## src/rtl/imm_extend_pipe_if.sv

```systemverilog
// Request/response bundle for the immediate-extension pipeline.
// The master drives requests and consumes results; the slave is the unit itself.
interface imm_extend_pipe_if #(
    parameter int IMM_W     = 26,
    parameter int DATA_W    = 32,
    parameter int ERR_CNT_W = 8
) ();
    logic                 in_valid;
    logic                 in_ready;
    logic [IMM_W-1:0]     imm;
    logic [1:0]           imm_src;
    logic                 sign_en;
    logic [1:0]           shamt;
    logic                 out_valid;
    logic                 out_ready;
    logic [DATA_W-1:0]    ext_imm;
    logic                 out_err;
    logic [ERR_CNT_W-1:0] err_cnt;

    modport master (
        output in_valid, imm, imm_src, sign_en, shamt, out_ready,
        input  in_ready, out_valid, ext_imm, out_err, err_cnt
    );

    modport slave (
        input  in_valid, imm, imm_src, sign_en, shamt, out_ready,
        output in_ready, out_valid, ext_imm, out_err, err_cnt
    );
endinterface

```

## src/rtl/imm_extend_pipe.sv

```systemverilog
// Two-stage immediate-extension unit: S1 captures the selected field and
// controls, S2 applies sign/zero extension plus the scaling shift. A
// combinational ready chain gives full throughput under a valid/ready protocol.
module imm_extend_pipe #(
    parameter int DATA_W    = 32,
    parameter int IMM_W     = 26,
    parameter int W0        = 13,
    parameter int W1        = 17,
    parameter int W2        = 26,
    parameter int ERR_CNT_W = 8
) (
    input  logic               clk,
    input  logic               reset,
    imm_extend_pipe_if.slave   bus
);

    generate
        if (!(1 <= W0 && W0 <= W1 && W1 <= W2 && W2 <= IMM_W && IMM_W <= DATA_W)) begin : g_bad_params
            $error("imm_extend_pipe: width parameters must satisfy 1 <= W0 <= W1 <= W2 <= IMM_W <= DATA_W");
        end
    endgenerate

    // Field masks in the raw-immediate domain and in the output domain.
    localparam logic [IMM_W-1:0]     FMASK0  = {IMM_W{1'b1}} >> (IMM_W - W0);
    localparam logic [IMM_W-1:0]     FMASK1  = {IMM_W{1'b1}} >> (IMM_W - W1);
    localparam logic [IMM_W-1:0]     FMASK2  = {IMM_W{1'b1}} >> (IMM_W - W2);
    localparam logic [DATA_W-1:0]    DMASK0  = {DATA_W{1'b1}} >> (DATA_W - W0);
    localparam logic [DATA_W-1:0]    DMASK1  = {DATA_W{1'b1}} >> (DATA_W - W1);
    localparam logic [DATA_W-1:0]    DMASK2  = {DATA_W{1'b1}} >> (DATA_W - W2);
    localparam logic [ERR_CNT_W-1:0] ERR_MAX = {ERR_CNT_W{1'b1}};

    // Widen a zero-padded field to DATA_W, fill the upper bits from the field
    // MSB when sign extension is requested, then shift; overflow bits drop off.
    function automatic logic [DATA_W-1:0] extend_shift(
        input logic [IMM_W-1:0] field,
        input logic [1:0]       wsel,
        input logic             sgn,
        input logic [1:0]       sh
    );
        logic [DATA_W-1:0] wide;
        logic [DATA_W-1:0] dmask;
        logic              msb;
        wide = DATA_W'(field);
        case (wsel)
            2'b00:   begin dmask = DMASK0; msb = field[W0-1]; end
            2'b01:   begin dmask = DMASK1; msb = field[W1-1]; end
            2'b10:   begin dmask = DMASK2; msb = field[W2-1]; end
            default: begin dmask = {DATA_W{1'b1}}; msb = 1'b0; end
        endcase
        if (sgn && msb) begin
            wide = wide | ~dmask;
        end else begin
            wide = wide;
        end
        return wide << sh;
    endfunction

    logic                 s1_valid_r;
    logic [IMM_W-1:0]     s1_field_r;
    logic [1:0]           s1_wsel_r;
    logic                 s1_sign_r;
    logic [1:0]           s1_shamt_r;
    logic                 s1_err_r;
    logic                 s2_valid_r;
    logic [DATA_W-1:0]    ext_imm_r;
    logic                 out_err_r;
    logic [ERR_CNT_W-1:0] err_cnt_r;

    logic                 s2_adv_s;
    logic                 s1_adv_s;
    logic                 in_fire_s;
    logic                 in_rsvd_s;
    logic [IMM_W-1:0]     field_s;

    assign s2_adv_s  = !s2_valid_r || bus.out_ready;
    assign s1_adv_s  = !s1_valid_r || s2_adv_s;
    assign in_fire_s = bus.in_valid && s1_adv_s;
    assign in_rsvd_s = (bus.imm_src == 2'b11);

    assign bus.in_ready  = s1_adv_s;
    assign bus.out_valid = s2_valid_r;
    assign bus.ext_imm   = ext_imm_r;
    assign bus.out_err   = out_err_r;
    assign bus.err_cnt   = err_cnt_r;

    // Isolate the selected immediate field, zero-padded to IMM_W.
    always_comb begin
        field_s = {IMM_W{1'b0}};
        case (bus.imm_src)
            2'b00:   field_s = bus.imm & FMASK0;
            2'b01:   field_s = bus.imm & FMASK1;
            2'b10:   field_s = bus.imm & FMASK2;
            default: field_s = {IMM_W{1'b0}};
        endcase
    end

    // Stage 1: capture field and controls on each input transfer.
    always_ff @(posedge clk or posedge reset) begin
        if (reset) begin
            s1_valid_r <= 1'b0;
            s1_field_r <= {IMM_W{1'b0}};
            s1_wsel_r  <= 2'b00;
            s1_sign_r  <= 1'b0;
            s1_shamt_r <= 2'b00;
            s1_err_r   <= 1'b0;
        end else if (s1_adv_s) begin
            s1_valid_r <= bus.in_valid;
            if (in_fire_s) begin
                s1_field_r <= field_s;
                s1_wsel_r  <= bus.imm_src;
                s1_sign_r  <= bus.sign_en;
                s1_shamt_r <= bus.shamt;
                s1_err_r   <= in_rsvd_s;
            end
        end
    end

    // Stage 2: compute and hold the final result; frozen while stalled.
    always_ff @(posedge clk or posedge reset) begin
        if (reset) begin
            s2_valid_r <= 1'b0;
            ext_imm_r  <= {DATA_W{1'b0}};
            out_err_r  <= 1'b0;
        end else if (s2_adv_s) begin
            s2_valid_r <= s1_valid_r;
            if (s1_valid_r) begin
                ext_imm_r <= s1_err_r ? {DATA_W{1'b0}}
                                      : extend_shift(s1_field_r, s1_wsel_r, s1_sign_r, s1_shamt_r);
                out_err_r <= s1_err_r;
            end
        end
    end

    // Saturating count of accepted reserved-encoding requests.
    always_ff @(posedge clk or posedge reset) begin
        if (reset) begin
            err_cnt_r <= {ERR_CNT_W{1'b0}};
        end else if (in_fire_s && in_rsvd_s && (err_cnt_r != ERR_MAX)) begin
            err_cnt_r <= err_cnt_r + ERR_CNT_W'(1);
        end
    end

endmodule

```

## src/flat_wrapper.sv

```systemverilog
// flat-port wrapper written by rule: the top's interface ports become plain ports
module imm_extend_pipe_flat 
#(
    parameter int DATA_W    = 32,
    parameter int IMM_W     = 26,
    parameter int W0        = 13,
    parameter int W1        = 17,
    parameter int W2        = 26,
    parameter int ERR_CNT_W = 8
)
  (clk, reset, bus_in_valid, bus_imm, bus_imm_src, bus_sign_en, bus_shamt, bus_out_ready, bus_in_ready, bus_out_valid, bus_ext_imm, bus_out_err, bus_err_cnt);
  imm_extend_pipe_if #(.IMM_W(IMM_W), .DATA_W(DATA_W), .ERR_CNT_W(ERR_CNT_W)) bus_i ();
  input  logic clk;
  input  logic reset;
  input wire logic [$bits(bus_i.in_valid)-1:0] bus_in_valid;
  input wire logic [$bits(bus_i.imm)-1:0] bus_imm;
  input wire logic [$bits(bus_i.imm_src)-1:0] bus_imm_src;
  input wire logic [$bits(bus_i.sign_en)-1:0] bus_sign_en;
  input wire logic [$bits(bus_i.shamt)-1:0] bus_shamt;
  input wire logic [$bits(bus_i.out_ready)-1:0] bus_out_ready;
  output wire logic [$bits(bus_i.in_ready)-1:0] bus_in_ready;
  output wire logic [$bits(bus_i.out_valid)-1:0] bus_out_valid;
  output wire logic [$bits(bus_i.ext_imm)-1:0] bus_ext_imm;
  output wire logic [$bits(bus_i.out_err)-1:0] bus_out_err;
  output wire logic [$bits(bus_i.err_cnt)-1:0] bus_err_cnt;
  assign bus_i.in_valid = bus_in_valid;
  assign bus_i.imm = bus_imm;
  assign bus_i.imm_src = bus_imm_src;
  assign bus_i.sign_en = bus_sign_en;
  assign bus_i.shamt = bus_shamt;
  assign bus_i.out_ready = bus_out_ready;
  assign bus_in_ready = bus_i.in_ready;
  assign bus_out_valid = bus_i.out_valid;
  assign bus_ext_imm = bus_i.ext_imm;
  assign bus_out_err = bus_i.out_err;
  assign bus_err_cnt = bus_i.err_cnt;
  imm_extend_pipe #(.DATA_W(DATA_W), .IMM_W(IMM_W), .W0(W0), .W1(W1), .W2(W2), .ERR_CNT_W(ERR_CNT_W)) u_core (.clk(clk), .reset(reset), .bus(bus_i));
endmodule
```

## config.mk

```make
export PLATFORM = sky130hd
export DESIGN_NAME = imm_extend_pipe_flat
export DESIGN_NICKNAME = d
export VERILOG_FILES = /design/src/rtl/imm_extend_pipe_if.sv /design/src/rtl/imm_extend_pipe.sv /design/src/flat_wrapper.sv
export SDC_FILE = /design/constraint.sdc
export NUM_CORES = 1
export LEC_CHECK = 0
export CAP_MARGIN = 20
export CELL_PAD_IN_SITES_DETAIL_PLACEMENT = 1
export CELL_PAD_IN_SITES_GLOBAL_PLACEMENT = 1
export CORE_UTILIZATION = 39
export CTS_CLUSTER_SIZE = 10
export DETAILED_ROUTE_END_ITERATION = 7
export GPL_ROUTABILITY_DRIVEN = 0
export PLACE_DENSITY_LB_ADDON = 0.25
export SLEW_MARGIN = 20
export SYNTH_ARGS = -nofsm -noshare
export SYNTH_HDL_FRONTEND = slang
export SYNTH_SLANG_ARGS = --single-unit
```

## constraint.sdc

```tcl
create_clock -name clk -period 3.4 [get_ports clk]
set_clock_uncertainty 0.15 [all_clocks]
set_input_delay 0.68 -clock clk [delete_from_list [all_inputs] [get_ports clk]]
set_output_delay 0.68 -clock clk [all_outputs]
set_load 0.02 [all_outputs]
```

After elaboration in Yosys (flattened, before gate mapping)
Index checks and enable logic that the tools add are counted.

operators by class
  add/subtract/negate cells = 1
  multiply operators = 0
  divide/modulo/power cells = 0
  magnitude comparators = 0
  eq/ne operators = 6
  shifts and indexed selects = 1
  multiplexer cells = 11
  bitwise operators = 2
  reduce and logical (&&, ||, !) cells = 12

operators by type and width
  cell                                           number
  2-to-1 mux 32 bit                              6
  one-hot mux 32 bit (3 select lines)            1
  one-hot mux 26 bit (3 select lines)            1
  NOT 32 bit                                     1
  bitwise OR 26 x 32 -> 32 bit                   1
  left shift 32 x 2 -> 32 bit                    1
  adder 8 x 1 -> 8 bit, second input constant    1
  inequality test 8 bit, second input constant   1
  == test 2 bit, second input constant           3
  == test 2 x 1 -> 1 bit, second input constant  2
  logical AND 1 bit                              4
  zero test 2 bit                                2
  AND reduction 2 bit                            2
  one-hot mux 1 bit (3 select lines)             1
  zero test 1 bit                                2
  logical OR 1 bit                               2
  2-to-1 mux 1 bit                               2

word-level totals
  register bits = 75
  bits in latches = 0
  RAM bits = 0
  memory bits (read-only) = 0
  input port bits = 35
  output and inout port bits = 43
  word-level logic and storage cells = 43
  memories = 0

Longest topological paths before layout
  word-level depth = 11
  mapped depth = 7
  gate-level depth less buffers = 4

Worst setup path before layout
Ideal clock, no wire load.

  path kind = input to register
  start = in bus_out_ready
  end = reg u_core.err_cnt_r[4], in the netlist u_core.bus.err_cnt[4]
  data arrival time = 1827 ps
  data required time = 3125 ps
  slack = 1299 ps
  stages = 5
  path buffers = 1
  cell sequence = nand3b_2 > and4_1 > buf_4 > nand4_1 > mux2_2

between the ends
  cells in the longest elaborated chain, start to end = 5

RTL lines
  what                            line                    RTL
  from (decl)                     flat_wrapper.sv:20      input wire logic [$bits(bus_i.out_ready)-1:0] bus_out_ready;
  logical OR 1 bit                imm_extend_pipe.sv:75   assign s2_adv_s = !s2_valid_r || bus.out_ready;
  logical OR 1 bit                imm_extend_pipe.sv:76   assign s1_adv_s = !s1_valid_r || s2_adv_s;
  logical AND 1 bit               imm_extend_pipe.sv:77   assign in_fire_s = bus.in_valid && s1_adv_s;
  logical AND 1 bit (2 in a row)  imm_extend_pipe.sv:138  end else if (in_fire_s && in_rsvd_s && (err_cnt_r != ERR_MAX)) begin
  to (signal assigned)            imm_extend_pipe.sv:137  err_cnt_r <= {ERR_CNT_W{1'b0}};
  to (signal assigned)            imm_extend_pipe.sv:139  err_cnt_r <= err_cnt_r + ERR_CNT_W'(1);
  to (decl)                       imm_extend_pipe.sv:67   logic [ERR_CNT_W-1:0] err_cnt_r;

Every way passes these cells.
A chain may end at the register's enable or synchronous reset.

Final worst setup path
  start = in bus_out_ready
  end = out bus_in_ready

between the ends
  cells in the longest elaborated chain, start to end = 2

RTL lines
  what              line                   RTL
  logical OR 1 bit  imm_extend_pipe.sv:75
  logical OR 1 bit  imm_extend_pipe.sv:76
  to (decl)         flat_wrapper.sv:21     output wire logic [$bits(bus_i.in_ready)-1:0] bus_in_ready;

Every way passes these cells.

==> metrics.md <==
| Metric | Value |
|---|---|
| Post-Syn Area | `~0.0037 mm²` |
| Routed wire length per instance | `16.65 µm` |
| Slew HR | `0.4821` |
| Vias in the first global route | `3200` |
| Final Hold Viols | `0` |
| Static Leak | `2.139 nW` |
| Final WL | `9.457 mm` |
| Crit path DAT | `1950 ps` |
| Die ar. | `0.009969 mm²` |
| Die W | `99.85 µm` |
| Total number of vias | `3014` |
| Initial detailed-routing violation count | `approximately 120` |
| Req. time, crit path | `2570 ps` |
| Hold Crit Class | `reg2reg` |
| Met1 Use GR | `0.3029` |
| Net count of the finished layout | `470` |
| Post-synth EDFFs | `0` |
| Vias per inst | `5.306` |
| Max frequency | `359.2 MHz` |
| Post-layout util | `0.5200` |
| Hold Buf Count CTS | `0` |
| H-tree depth | `3` |
| Type of element capturing the critical path | `output pin` |
| Crit Path Category | `in2out` |
| Die H | `99.85 µm` |
| Cells along the critical path | `clkdlybuf4s50_1, nand3b_2, clkdlybuf4s50_1` |
| Num ports | `78` |
| Syn_nets | `400` |
| Hold-critical path depth | `2` |
| Drc violations | `0` |
| Crit-path leading delay family | `buffers and inverters` |
| Worst stage delay on the critical path | `630 ps` |
| Total CTS buffers | `9` |
| Peak supply drop | `slightly below 0.4 mV` |
| Worst Hold Launch | `u_core.bus.ext_imm[20]` |
| Met2 usage | `0.3204` |
| Top post-synthesis cells by count | `104 x nand2_1, 73 x dfrtp_1, 22 x a21oi_1, 17 x nand3_1, 12 x mux2i_1` |
| Dominant cell by count in the synthesized netlist | `nand2_1` |
| Seq/Total Area, Yosys | `0.4893` |
| Total congestion overflow | `0` |
| Register bit total from synthesis | `73` |
| Post-synth top area share | `0.4893` |
| Synth cell types | `between 50 and 60` |
| Ratio of cells with drive above 1 in the final layout | `0.1162` |
| Row count | `35` |
| Crit-path max FO | `6` |
| Resize count post-CTS | `0` |
| DRT Pass-1 Iters | `6` |
| Slew Limit Fails | `0` |
| Starting density of the core | `0.4041` |
| Initial antenna violation count | `0` |
| Reg-to-reg setup timing slack | `between 1000 and 1500 ps` |
| RSZ-0062 raised after global routing | `no` |
| FF-to-FF End | `u_core.bus.ext_imm[16]` |
| Tot GR Track Use | `0.2088` |
| Core area | `0.009240 mm²` |
| Worst-Skew Late Latency | `340 ps` |
| Fraction of registers with async set/reset | `1.000` |
| Ant diodes | `0` |
| Post-route ant nets | `0` |
| CP Buf/Inv Count | `2` |
| Reg2reg start | `u_core.s1_shamt_r[1]` |
| Yosys warnings | `0` |
| Final Setup Violations | `0` |
| Port Buffers | `77` |
| HPWL after DPL | `6.796 mm` |
| Layout area overhead | `28.69%` |
| GR peak layer | `met2` |
| Status | `finished clean` |
| Slew of the pin with the lowest slew margin | `roughly 780 ps` |
| Root buffer cell | `clkbuf_8` |
| PwrDens | `just under 600 mW/mm²` |
| CP dominant cell by count | `clkdlybuf4s50_1` |
| Crit path time final | `between 2000 and 3000 ps` |
| Reg2Reg Depth | `4` |
| Ys flop type | `dfrtp_1` |
| Worst Hold End | `u_core.bus.ext_imm[20]` |
| Ranking of synthesized cells by area | `dfrtp_1 49%, nand2_1 10%, mux4_2 6.6%, mux2i_1 3.2%, a21oi_1 2.9%` |
| Largest net degree at the start of global routing | `47` |
| Setup TNS | `0 ps` |
| First-pass GRT wire length | `16.31 mm` |
| Syn Inst Count | `364` |
| Post-CTS setup buffers | `0` |
| CTS tree | `done` |
| Worst-path clk slew | `80 ps` |
| Max Cap Viol | `0` |
| Post-synth top area cell | `dfrtp_1` |
| GR Util met3 | `0.03343` |
| CTS Buffer Depth | `2` |
| Mean Syn Cell Area | `10.26 µm²` |
| Startpoint types | `input pin` |
| CP max stage cell | `clkdlybuf4s50_1` |
| Clk sink count | `73` |
| Final period util | `0.8189` |
-- worst min-delay path: cells and delay by family, from the launching register on --
| family | cells | cell delay (ps) |
|---|---|---|
| flops | 1 | 350 |
| simple gates | 2 | 100 |
-- report_power, final --
part | leakage [nW] | internal [W] | switching (W)
logic | 1.08 | 0.000435 | 0.000449
registers | 0.943 | 0.00102 | 0.000164
clock network | 0.113 | 0.000433 | 0.000321
total | 2.14 | 0.00189 | 0.000934
-- how the worst max path moves through the flow --
stage / from / endpoint / slack (ps) / cells past startpoint
after detailed placement: bus_out_ready / bus_in_ready / 610 / 3
after floorplan: reset / u_core.bus.err_cnt[0] / 720 / 1
final: bus_out_ready / bus_in_ready / 620 / 3
after global routing: bus_out_ready / bus_in_ready / 560 / 3
after global placement: bus_out_ready / bus_in_ready / 630 / 3
after CTS: bus_out_ready / bus_in_ready / 610 / 3
-- metrics by stage --
stage               hold slack [ps]  std cells  instance area (µm²)  total power, W  setup slack (ps)
floorplan                     304.3        364                 3734        0.001704             716.7
global placement              310.9        552                 4584        0.002060             628.8
detailed placement            314.3        552                 4584        0.002091             613.5
CTS                           334.3        568                 4805        0.002850             607.2
global route                  362.3        568                 4805        0.002983             555.1
finish                        330.6        568                 4805        0.002824             615.7
-- logic make-up (layout without fill, tap and decap cells) --
logic type	after synthesis	after routing	synth area share
DFF	73	73	0.4893
xor gates and xnor gates	6	6	0.01407
and+or+nand+nor	152	152	0.1954
adders and majority gates	1	1	0.003351
buffers and inverters	33	108	0.04926
muxes	29	29	0.1166
AOI/OAI and AO/OA	70	70	0.1320
-- state kept, by name, indices dropped and copies added (netlist names) --
| register | flops |
|---|---|
| u_core.s1_valid_r | 1 |
| u_core.s1_sign_r | 1 |
| u_core.bus.ext_imm | 30 |
| u_core.s1_shamt_r | 2 |
| u_core.s1_wsel_r | 2 |
| u_core.s1_err_r | 1 |
| u_core.s1_field_r | 26 |
| u_core.bus.out_err | 1 |
| u_core.bus.out_valid | 1 |
| u_core.bus.err_cnt | 8 |
-- cell usage in the layout (no fill, tap or decap), types with 5 or more instances in the layout --
cell type	netlist	final
inv_1	6	5
mux2i_1	12	12
buf_4	4	8
nand2_1	104	104
o21ai_1	6	6
a22o_1	8	8
xor2_1	5	5
a32o_1	5	5
o21ai_0	10	10
nand3_1	17	17
mux2_2	5	5
dfrtp_1	73	73
nand2b_1	5	5
mux4_2	11	11
clkbuf_8	0	10
a21oi_1	22	22
clkdlybuf4s50_1	0	77
-- cell type report --
type | instances | area (µm²)
fill | 1031 | 4436
clock inverter | 5 | 78.83
sequential | 73 | 1827
inverter | 6 | 22.52
tap | 129 | 161.4
timing repair buffer | 86 | 850.8
clock buffer | 11 | 141.4
multi-input combinational | 258 | 1723
-- metal layers --
layer	up-vias	routed length, µm
li1	1422	-
met3	14	397
met5	-	0
met1	1501	4616
met2	77	4309
met4	0	133
No activity file was read; power rests on OpenSTA's default activity.
